$ cat src/rtl/key_accumulator_ctrl.sv
// key_accumulator_ctrl: debounced pushbutton accumulator driving the LED bank
module key_accumulator_ctrl_debounce #(
   parameter int DEBOUNCE_CYCLES = 500000,
   parameter int CNT_W           = 20
) (
   input  logic i_clk,
   input  logic i_rst_n,
   input  logic i_key_n,
   output logic o_pulse
);
   typedef enum logic [1:0] {S_RELEASED, S_PRESS_WAIT, S_PRESSED, S_RELEASE_WAIT} state_t;
   localparam logic [CNT_W-1:0] LP_LAST = CNT_W'(DEBOUNCE_CYCLES - 1);
   state_t           r_state;
   logic [1:0]       r_sync;
   logic [CNT_W-1:0] r_cnt;
   logic             r_pulse;
   logic             w_key;
   assign w_key   = r_sync[1];
   assign o_pulse = r_pulse;
   // Synchronize the raw key, then require a full run of stable samples before changing state
   always_ff @(posedge i_clk or negedge i_rst_n) begin
      if (!i_rst_n) begin
         r_sync  <= 2'b11;
         r_state <= S_RELEASED;
         r_cnt   <= '0;
         r_pulse <= 1'b0;
      end else begin
         r_sync  <= {r_sync[0], i_key_n};
         r_pulse <= 1'b0;
         case (r_state)
            S_RELEASED: begin
               r_state <= w_key ? S_RELEASED : S_PRESS_WAIT;
               r_cnt   <= w_key ? '0 : CNT_W'(1);
            end
            S_PRESS_WAIT: begin
               if (w_key) begin
                  r_state <= S_RELEASED;
                  r_cnt   <= '0;
               end else if (r_cnt == LP_LAST) begin
                  r_state <= S_PRESSED;
                  r_cnt   <= '0;
                  r_pulse <= 1'b1;
               end else begin
                  r_cnt <= r_cnt + CNT_W'(1);
               end
            end
            S_PRESSED: begin
               r_state <= w_key ? S_RELEASE_WAIT : S_PRESSED;
               r_cnt   <= w_key ? CNT_W'(1) : '0;
            end
            default: begin
               if (!w_key) begin
                  r_state <= S_PRESSED;
                  r_cnt   <= '0;
               end else if (r_cnt == LP_LAST) begin
                  r_state <= S_RELEASED;
                  r_cnt   <= '0;
               end else begin
                  r_cnt <= r_cnt + CNT_W'(1);
               end
            end
         endcase
      end
   end
endmodule

module key_accumulator_ctrl #(
   parameter int DATA_W          = 8,
   parameter int DEBOUNCE_CYCLES = 500000,
   parameter int CNT_W           = 20
) (
   input  logic              clk_clk,
   input  logic              reset_reset_n,
   input  logic              key_accumulate_n,
   input  logic              key_clear_n,
   input  logic [DATA_W-1:0] sw,
   output logic [DATA_W-1:0] led,
   output logic              overflow,
   output logic              accumulate_pulse,
   output logic              clear_pulse
);
   if (DEBOUNCE_CYCLES <= 1 || longint'(DEBOUNCE_CYCLES - 1) >= (longint'(1) << CNT_W)) begin : g_bad_cfg
      $error("key_accumulator_ctrl: DEBOUNCE_CYCLES must be > 1 and DEBOUNCE_CYCLES-1 must fit in CNT_W bits");
   end
   logic [DATA_W-1:0] r_sw_meta;
   logic [DATA_W-1:0] r_sw_sync;
   logic [DATA_W-1:0] r_led;
   logic              r_overflow;
   logic [DATA_W:0]   w_sum;
   logic              w_acc_pulse;
   logic              w_clr_pulse;
   key_accumulator_ctrl_debounce #(.DEBOUNCE_CYCLES(DEBOUNCE_CYCLES), .CNT_W(CNT_W)) u_acc_db (
      .i_clk   (clk_clk),
      .i_rst_n (reset_reset_n),
      .i_key_n (key_accumulate_n),
      .o_pulse (w_acc_pulse)
   );
   key_accumulator_ctrl_debounce #(.DEBOUNCE_CYCLES(DEBOUNCE_CYCLES), .CNT_W(CNT_W)) u_clr_db (
      .i_clk   (clk_clk),
      .i_rst_n (reset_reset_n),
      .i_key_n (key_clear_n),
      .o_pulse (w_clr_pulse)
   );
   assign w_sum            = {1'b0, r_led} + {1'b0, r_sw_sync};
   assign led              = r_led;
   assign overflow         = r_overflow;
   assign accumulate_pulse = w_acc_pulse;
   assign clear_pulse      = w_clr_pulse;
   // Bus-synchronize the quasi-static switches
   always_ff @(posedge clk_clk or negedge reset_reset_n) begin
      if (!reset_reset_n) begin
         r_sw_meta <= '0;
         r_sw_sync <= '0;
      end else begin
         r_sw_meta <= sw;
         r_sw_sync <= r_sw_meta;
      end
   end
   // Accumulate on press, clear wins when both keys fire together; overflow is sticky until clear
   always_ff @(posedge clk_clk or negedge reset_reset_n) begin
      if (!reset_reset_n) begin
         r_led      <= '0;
         r_overflow <= 1'b0;
      end else if (w_clr_pulse) begin
         r_led      <= '0;
         r_overflow <= 1'b0;
      end else if (w_acc_pulse) begin
         r_led      <= w_sum[DATA_W-1:0];
         r_overflow <= r_overflow | w_sum[DATA_W];
      end
   end
endmodule

$ cat config.mk
export PLATFORM = sky130hd
export DESIGN_NAME = key_accumulator_ctrl
export DESIGN_NICKNAME = d
export VERILOG_FILES = /design/src/rtl/key_accumulator_ctrl.sv
export SDC_FILE = /design/constraint.sdc
export NUM_CORES = 1
export LEC_CHECK = 0
export BUFFER_PORTS_ARGS = -buffer_cell sky130_fd_sc_hd__buf_2
export CORE_UTILIZATION = 64
export DETAILED_ROUTE_END_ITERATION = 16
export PLACE_DENSITY = 0.84
export SLEW_MARGIN = 20
export SYNTH_ARGS = -nofsm -noshare
export SYNTH_HDL_FRONTEND = slang
export SYNTH_SLANG_ARGS = --single-unit
$ cat constraint.sdc
create_clock -name clk_clk -period 3.55 [get_ports clk_clk]
set_input_delay 0 -clock clk_clk [delete_from_list [all_inputs] [get_ports clk_clk]]
set_output_delay 0 -clock clk_clk [all_outputs]
set_load 0.05 [all_outputs]
==> results of run 1 <==
-- routing by layer --
metal,vias up,track usage,part of all wire
met2,63,0.423,0.50
met5,-,0,0
met1,1221,0.327,0.44
li1,1216,-,-
met3,10,0.0886,0.045
met4,0,0.0802,0.015
-- worst paths after layout --
check	endpoint	slack, ns	depth (start not counted)
hold / removal	r_sw_meta[1]	0.29	2
min in group asynchronous	r_sw_meta[1]	0.32	2
max in group asynchronous	u_clr_db.r_cnt[1]	2.67	2
setup reg to reg	u_clr_db.r_cnt[11]	1.51	5
hold reg to reg	r_sw_sync[0]	0.35	0
setup / recovery	u_clr_db.r_cnt[11]	1.51	5
-- what timing repair did --
action | 4_1_cts | 5_1_grt
hold buffers | 11 | 0
gates resized for setup | 0 | 0
hold endpoints to repair | 81 | 0
buffers inserted | 0 | 0
-- where the power goes --
| group | total [W] | internal, W | leakage [nW] | switching, W |
|---|---|---|---|---|
| clock network | 0.000539 | 0.000251 | 0.0812 | 0.000287 |
| logic | 0.0000606 | 0.0000236 | 0.691 | 0.0000370 |
| registers | 0.000880 | 0.000872 | 0.988 | 0.00000850 |
| total | 0.00148 | 0.00115 | 1.76 | 0.000333 |
-- Yosys cell counts, types with 3 or more instances --
library cell	number	area (um^2)
nand4_1	11	68.8
o21ai_0	8	40.0
nand3_1	11	55.1
buf_2	4	20.0
or3_1	7	43.8
inv_1	7	26.3
nor3_1	4	20.0
or4_1	8	60.1
and3_1	4	25.0
ha_1	10	125
nor2_1	41	154
and4_1	7	61.3
mux2i_1	4	40.0
o31ai_1	7	52.6
a211oi_1	5	37.5
a21o_1	4	30.0
dfstp_2	4	105
xnor2_1	3	26.3
a21oi_1	15	75.1
nand2_1	18	67.6
nor4b_1	4	35.0
dfrtp_1	71	1780
xor2_1	25	219
nor4_1	4	25.0
-- cell type report --
| type | instances | area, um^2 | area share |
|---|---|---|---|
| inverters | 7 | 26.3 | 0.00674 |
| multi-input cells | 226 | 1530 | 0.392 |
| well taps | 70 | 87.6 | 0.0225 |
| repair buffers | 33 | 223 | 0.0571 |
| clock buffers | 13 | 139 | 0.0356 |
| clock inverters | 3 | 15.0 | 0.00385 |
| flip-flops and latches | 75 | 1880 | 0.483 |
-- logic make-up after synthesis --
kind of cell | count (synthesis)
buffers and inverters | 16
DFF | 75
adders and majority gates | 11
muxes | 4
AOI/OAI and AO/OA | 49
xor gates and xnor gates | 28
and+or+nand+nor | 134
-- worst max-delay path, cell delays in order, from the launching register on --
cell and delay, ns:
dfrtp_1 0.39, ha_1 0.24, and4_1 0.39, nand2_2 0.14, o31ai_4 0.62, nor2_1 0.13
-- sequential cells by signal, indices dropped and copies added (netlist names), named ones only --
name	flops
u_acc_db.r_sync	2
u_clr_db.r_sync	2
u_clr_db.r_state	1
u_acc_db.o_pulse	1
u_acc_db.r_cnt	20
u_clr_db.o_pulse	1
u_clr_db.r_cnt	20
led	8
r_sw_meta	8
u_acc_db.r_state	1
r_sw_sync	8
overflow	1
-- metrics by stage --
step / setup WS, ns / area [um^2] / cells
2_1_floorplan: 1.44 / 3490 / 317
3_3_place_gp: 1.61 / 3630 / 400
3_5_place_dp: 1.49 / 3630 / 400
4_1_cts: 1.51 / 3900 / 427
5_1_grt: 1.40 / 3900 / 427
6_report: 1.51 / 3900 / 427
==> impl_results.md, run 1 <==
- PD cells: 379 nW/um^2
- Mapped Nets: 340
- Critical path class: flop to flop
- Hold slack final: 0.291 ns
- Mapped cell area: 3490 um^2
- Initial antenna violation count: 0
- Routed WL per cell: 15.4 um
- Setup TNS Final: 0 ns
- ANT nets after route: 0
- RSZ-0062 raised after global routing: no
- Peak supply drop: 0.000303 V
- P_leak: 1.76 nW
- Core Rows: 26
- Slew HR: 0.416
- CP startpoint: u_clr_db.r_cnt[0]
- Setup crit end kind: flop
- Post-Synth Adder-Cell Area: 0.0416
- Max-cap viol count: 0
- Sequential share of the synthesized area: 0.539
- CTS buffer count: 9
- CTS Sinks: 75
- Req. time, crit path: 3.75 ns
- EDFF count, synth: 0
- I/O Pins: 23
- Fin crit share: 0.575
- Core Area: 5170 um^2
- Status: finished, final reports clean
- Global-route wire length before repair: 10,700 um
- CTS max path bufs: 2
- Die Area: 5750 um^2
- Synth Area in Compound Gates: 0.0961
- Vias per cell: 5.88
- Total power: 0.00148 W
- Nets: 375
- Post-DP HPWL: 4410 um
- Port-buffer cells: 22
- Final setup fails: 0
- Largest net degree at the start of global routing: 76
- Register bit total from synthesis: 75
- 1st-pass router iterations: 4
- Layout fillers: 347
- TritonCTS clock tree: yes
- Startpoint types: flop
- Hold Startpoint: sw[1]
- Min-delay worst type: input pin to flop
- Htree depth: 3
- GR Overflow Total: 0
- N_diodes: 0
- Post-synthesis mux area share: 0.0115
- Routed vias: 2,510
- CP max FO: 16
- DR iter-0 viols: 181
- Fin. max-slew vios: 0
- Vias in the first global route: 2,377
- Root buf cell: clkbuf_8
- Critical path arrival: 2.24 ns
- Global-route usage over all layers: 0.259
- Hold Violations, Final: 0
- Post-Route WL: 6580 um
- Max Clock Freq: 490 MHz
- Cells after synthesis: 317
- Synth cell types: 49
- Layout cells sized above 1: 0.132
- Ys flop type: dfrtp_1
- Avg Cell Area, Syn: 11.0 um^2
- Async S/R FF share, synth: 1.00
- Number of synthesis warnings: 0
- Drt drc: 0
- Combinational family with the most area after synthesis: simple AND/OR/NAND/NOR gates
- GPL Wtd Cong: 0.833
- Die Y: 75.8 um
- Synth Area in XOR/XNOR: 0.0703
- Commonest non-fill, non-tap cell in the layout: dfrtp_1
- Commonest cells after routing, fill and taps aside: dfrtp_1, nor2_1, xor2_1
- Util after Layout: 0.754
- Final Critical Period: 2.04 ns
- Initial core utilization: 0.674
- Clk_skew: 0.00829 ns
- CTS clk-pin slew, worst paths: 0.07 ns
- RR Startpoint: u_clr_db.r_cnt[0]
- Simple-Gate Fraction of Synth Area: 0.218
- Worst skew pair latency: 0.34 ns
- Area grow syn2layout: 11.8%
- Die W: 75.8 um
- Least-Margin Pin Slew: 0.876 ns
(Power assumes the default switching activity.)
==> run 2: changes to the inputs <==
--- a/config.mk
+++ b/config.mk
@@ -5,10 +5,11 @@
 export SDC_FILE = /design/constraint.sdc
 export NUM_CORES = 1
 export LEC_CHECK = 0
+export ABC_AREA = 1
 export BUFFER_PORTS_ARGS = -buffer_cell sky130_fd_sc_hd__buf_2
-export CORE_UTILIZATION = 64
+export CORE_UTILIZATION = 55
 export DETAILED_ROUTE_END_ITERATION = 16
-export PLACE_DENSITY = 0.84
+export PLACE_DENSITY = 0.76
 export SLEW_MARGIN = 20
 export SYNTH_ARGS = -nofsm -noshare
 export SYNTH_HDL_FRONTEND = slang
==> constraint.sdc (replaced) <==
create_clock -name clk_clk -period 1.8 [get_ports clk_clk]
set_input_delay 0 -clock clk_clk [delete_from_list [all_inputs] [get_ports clk_clk]]
set_output_delay 0 -clock clk_clk [all_outputs]
set_load 0.05 [all_outputs]
==> impl_results.md, run 2 <==
- Status: finished, final reports clean
- Min-delay worst type: input pin to asynchronous set/reset pin
- Die Area: 7410 um^2
- Largest net degree at the start of global routing: 39
- Synth top area cells: dfrtp_1, nand2_1, nor2_1
- TritonCTS clock tree: yes
- Most numerous cell in the Yosys netlist: nand2_1
- GR Overflow Total: 0
- Most numerous cell on the critical path: nand3_1
- DR iter-0 viols: 148
- P_leak: 2.04 nW
- Largest delay contributor family on the critical path: adder cells
- Die W: 86.1 um
- Synth cell types: 29
- Global-route wire length before repair: 14,200 um
- Area grow syn2layout: 15.0%
- Post-Route WL: 8140 um
- GPL Wtd Cong: 0.916
- Htree depth: 3
- Max-cap viol count: 0
- Async S/R FF share, synth: 1.00
- PD cells: 732 nW/um^2
- Commonest cells after routing, fill and taps aside: nand2_1, nor2_1, dfrtp_1
- Post-DP HPWL: 5930 um
- CTS buffer count: 9
- Placed insts: 620
- Layout cells sized above 1: 0.127
- RSZ-0062 raised after global routing: no
- Vias per cell: 5.08
- Fin. max-slew vios: 0
- Core Rows: 30
- Setup crit end kind: flop
- Slew HR: 0.624
- Commonest non-fill, non-tap cell in the layout: nand2_1
- Root buf cell: clkbuf_8
- Synth top cells by count: nand2_1, nor2_1, dfrtp_1, inv_1, nand3_1
- Critical path class: flop to flop
- Startpoint types: flop
- Register bit total from synthesis: 75
- Peak supply drop: 0.000562 V
- Total power: 0.00327 W
- CTS Sinks: 75
- Mapped cell area: 3890 um^2
- Clk_skew: 0.00510 ns
- Initial antenna violation count: 0
- Cells on worst reg2reg path: 6
- Number of synthesis warnings: 0
- CTS clk-pin slew, worst paths: 0.08 ns
- Flop2flop setup slack: 0.13 ns
- Req. time, crit path: 2.06 ns
- Vias in the first global route: 3,170
- Ys flop type: dfrtp_1
- Fin crit share: 0.925
- Crit-path max cell delay: 0.43 ns
- Layout fillers: 551
- I/O Pins: 23
- Crit path buffers/inverters: 0
- Final setup fails: 0
- Slowest-stage cell, CP: dfrtp_2
- Global-route usage over all layers: 0.246
- Setup TNS Final: 0 ns
- Post-route cell area: 4470 um^2
- Routed WL per cell: 12.6 um
- Mapped Nets: 521
- Layout Cells excl Fill: 647
- Critical path arrival: 1.93 ns
- Cells after synthesis: 498
- Cell Chain, Critical Path: ha_1, fa_1, nand3_1, nand3_1, xnor2_1, o21ai_0
- EDFF count, synth: 0
- Worst skew pair latency: 0.35 ns
- Sequential share of the synthesized area: 0.484
- Initial core utilization: 0.572
- Post-DP Area: 4150 um^2
- N_diodes: 0
- Routed vias: 3,286
- Max Clock Freq: 600 MHz
- Yosys top cell area share: 0.457
- RR Startpoint: led[0]
- Yosys top cell by area: dfrtp_1
- Die Y: 86.1 um
- Port-buffer cells: 22
- 1st-pass router iterations: 4
- Drt drc: 0
- Nets: 569
- CTS max path bufs: 2
- Util after Layout: 0.658
- Avg Cell Area, Syn: 7.81 um^2
- CP max FO: 3
- R2r endpoint: led[4]
- Hold Violations, Final: 0
- Leading registers by flop count: u_acc_db.r_cnt: 20 flops, u_clr_db.r_cnt: 20 flops
- ANT nets after route: 0
- Final Critical Period: 1.67 ns
- Least-Margin Pin Slew: 0.561 ns
- Core Area: 6790 um^2
[run 2: worst max path at each step]
stage | start | end | slack [ns] | cells past startpoint
floorplan | led[0] | overflow | 0.09 | 8
global placement | led[0] | overflow | 0.24 | 8
detailed placement | led[0] | led[4] | 0.16 | 6
CTS | led[0] | led[4] | 0.16 | 6
global route | led[0] | led[4] | 0.009 | 6
finish | led[0] | led[4] | 0.13 | 6
[run 2: per-layer routing]
metal  track usage  vias up  part of all wire
met2         0.404       82              0.49
met1         0.313     1535              0.45
met4        0.0864        0             0.019
met3        0.0654       19             0.040
li1              -     1650                 -
met5             0        -                 0
[run 2: layout make-up]
| class | count | area [um^2] | share of cell area |
|---|---|---|---|
| timing repair buffer | 38 | 260 | 0.0582 |
| tap | 96 | 120 | 0.0269 |
| clock inverter | 7 | 82.6 | 0.0185 |
| multi-input combinational | 358 | 1760 | 0.394 |
| inverter | 64 | 240 | 0.0537 |
| sequential | 75 | 1880 | 0.421 |
| clock buffer | 9 | 124 | 0.0277 |
[run 2: report_power, final]
group          internal [W]  switching (W)  total (W)
Clock              0.000664       0.000686    0.00135
Sequential          0.00172      0.0000240    0.00175
Combinational     0.0000681       0.000106   0.000174
Total               0.00246       0.000816    0.00327
[run 2: kinds of logic after synthesis]
logic type,share of synthesized area
AND/OR/NAND/NOR,0.340
XOR/XNOR,0.0360
adder cells (fa/ha/maj),0.0373
buffers and inverters,0.0631
AO/OA/AOI/OAI,0.0396
flip-flops,0.484
[run 2: what timing repair did]
item / 4_1_cts / 5_1_grt
setup endpoints to repair: 0 / 0
setup buffers: 0 / 0
hold endpoints to repair: 45 / 0
hold buffers: 11 / 0
resized for setup: 0 / 0
[run 2: metrics by stage]
stage               setup slack [ns]  hold WS [ns]
CTS                            0.159         0.153
global route                 0.00941         0.180
detailed placement             0.164      -0.00657
global placement               0.238       -0.0111
finish                         0.134         0.138
floorplan                     0.0932        -0.296
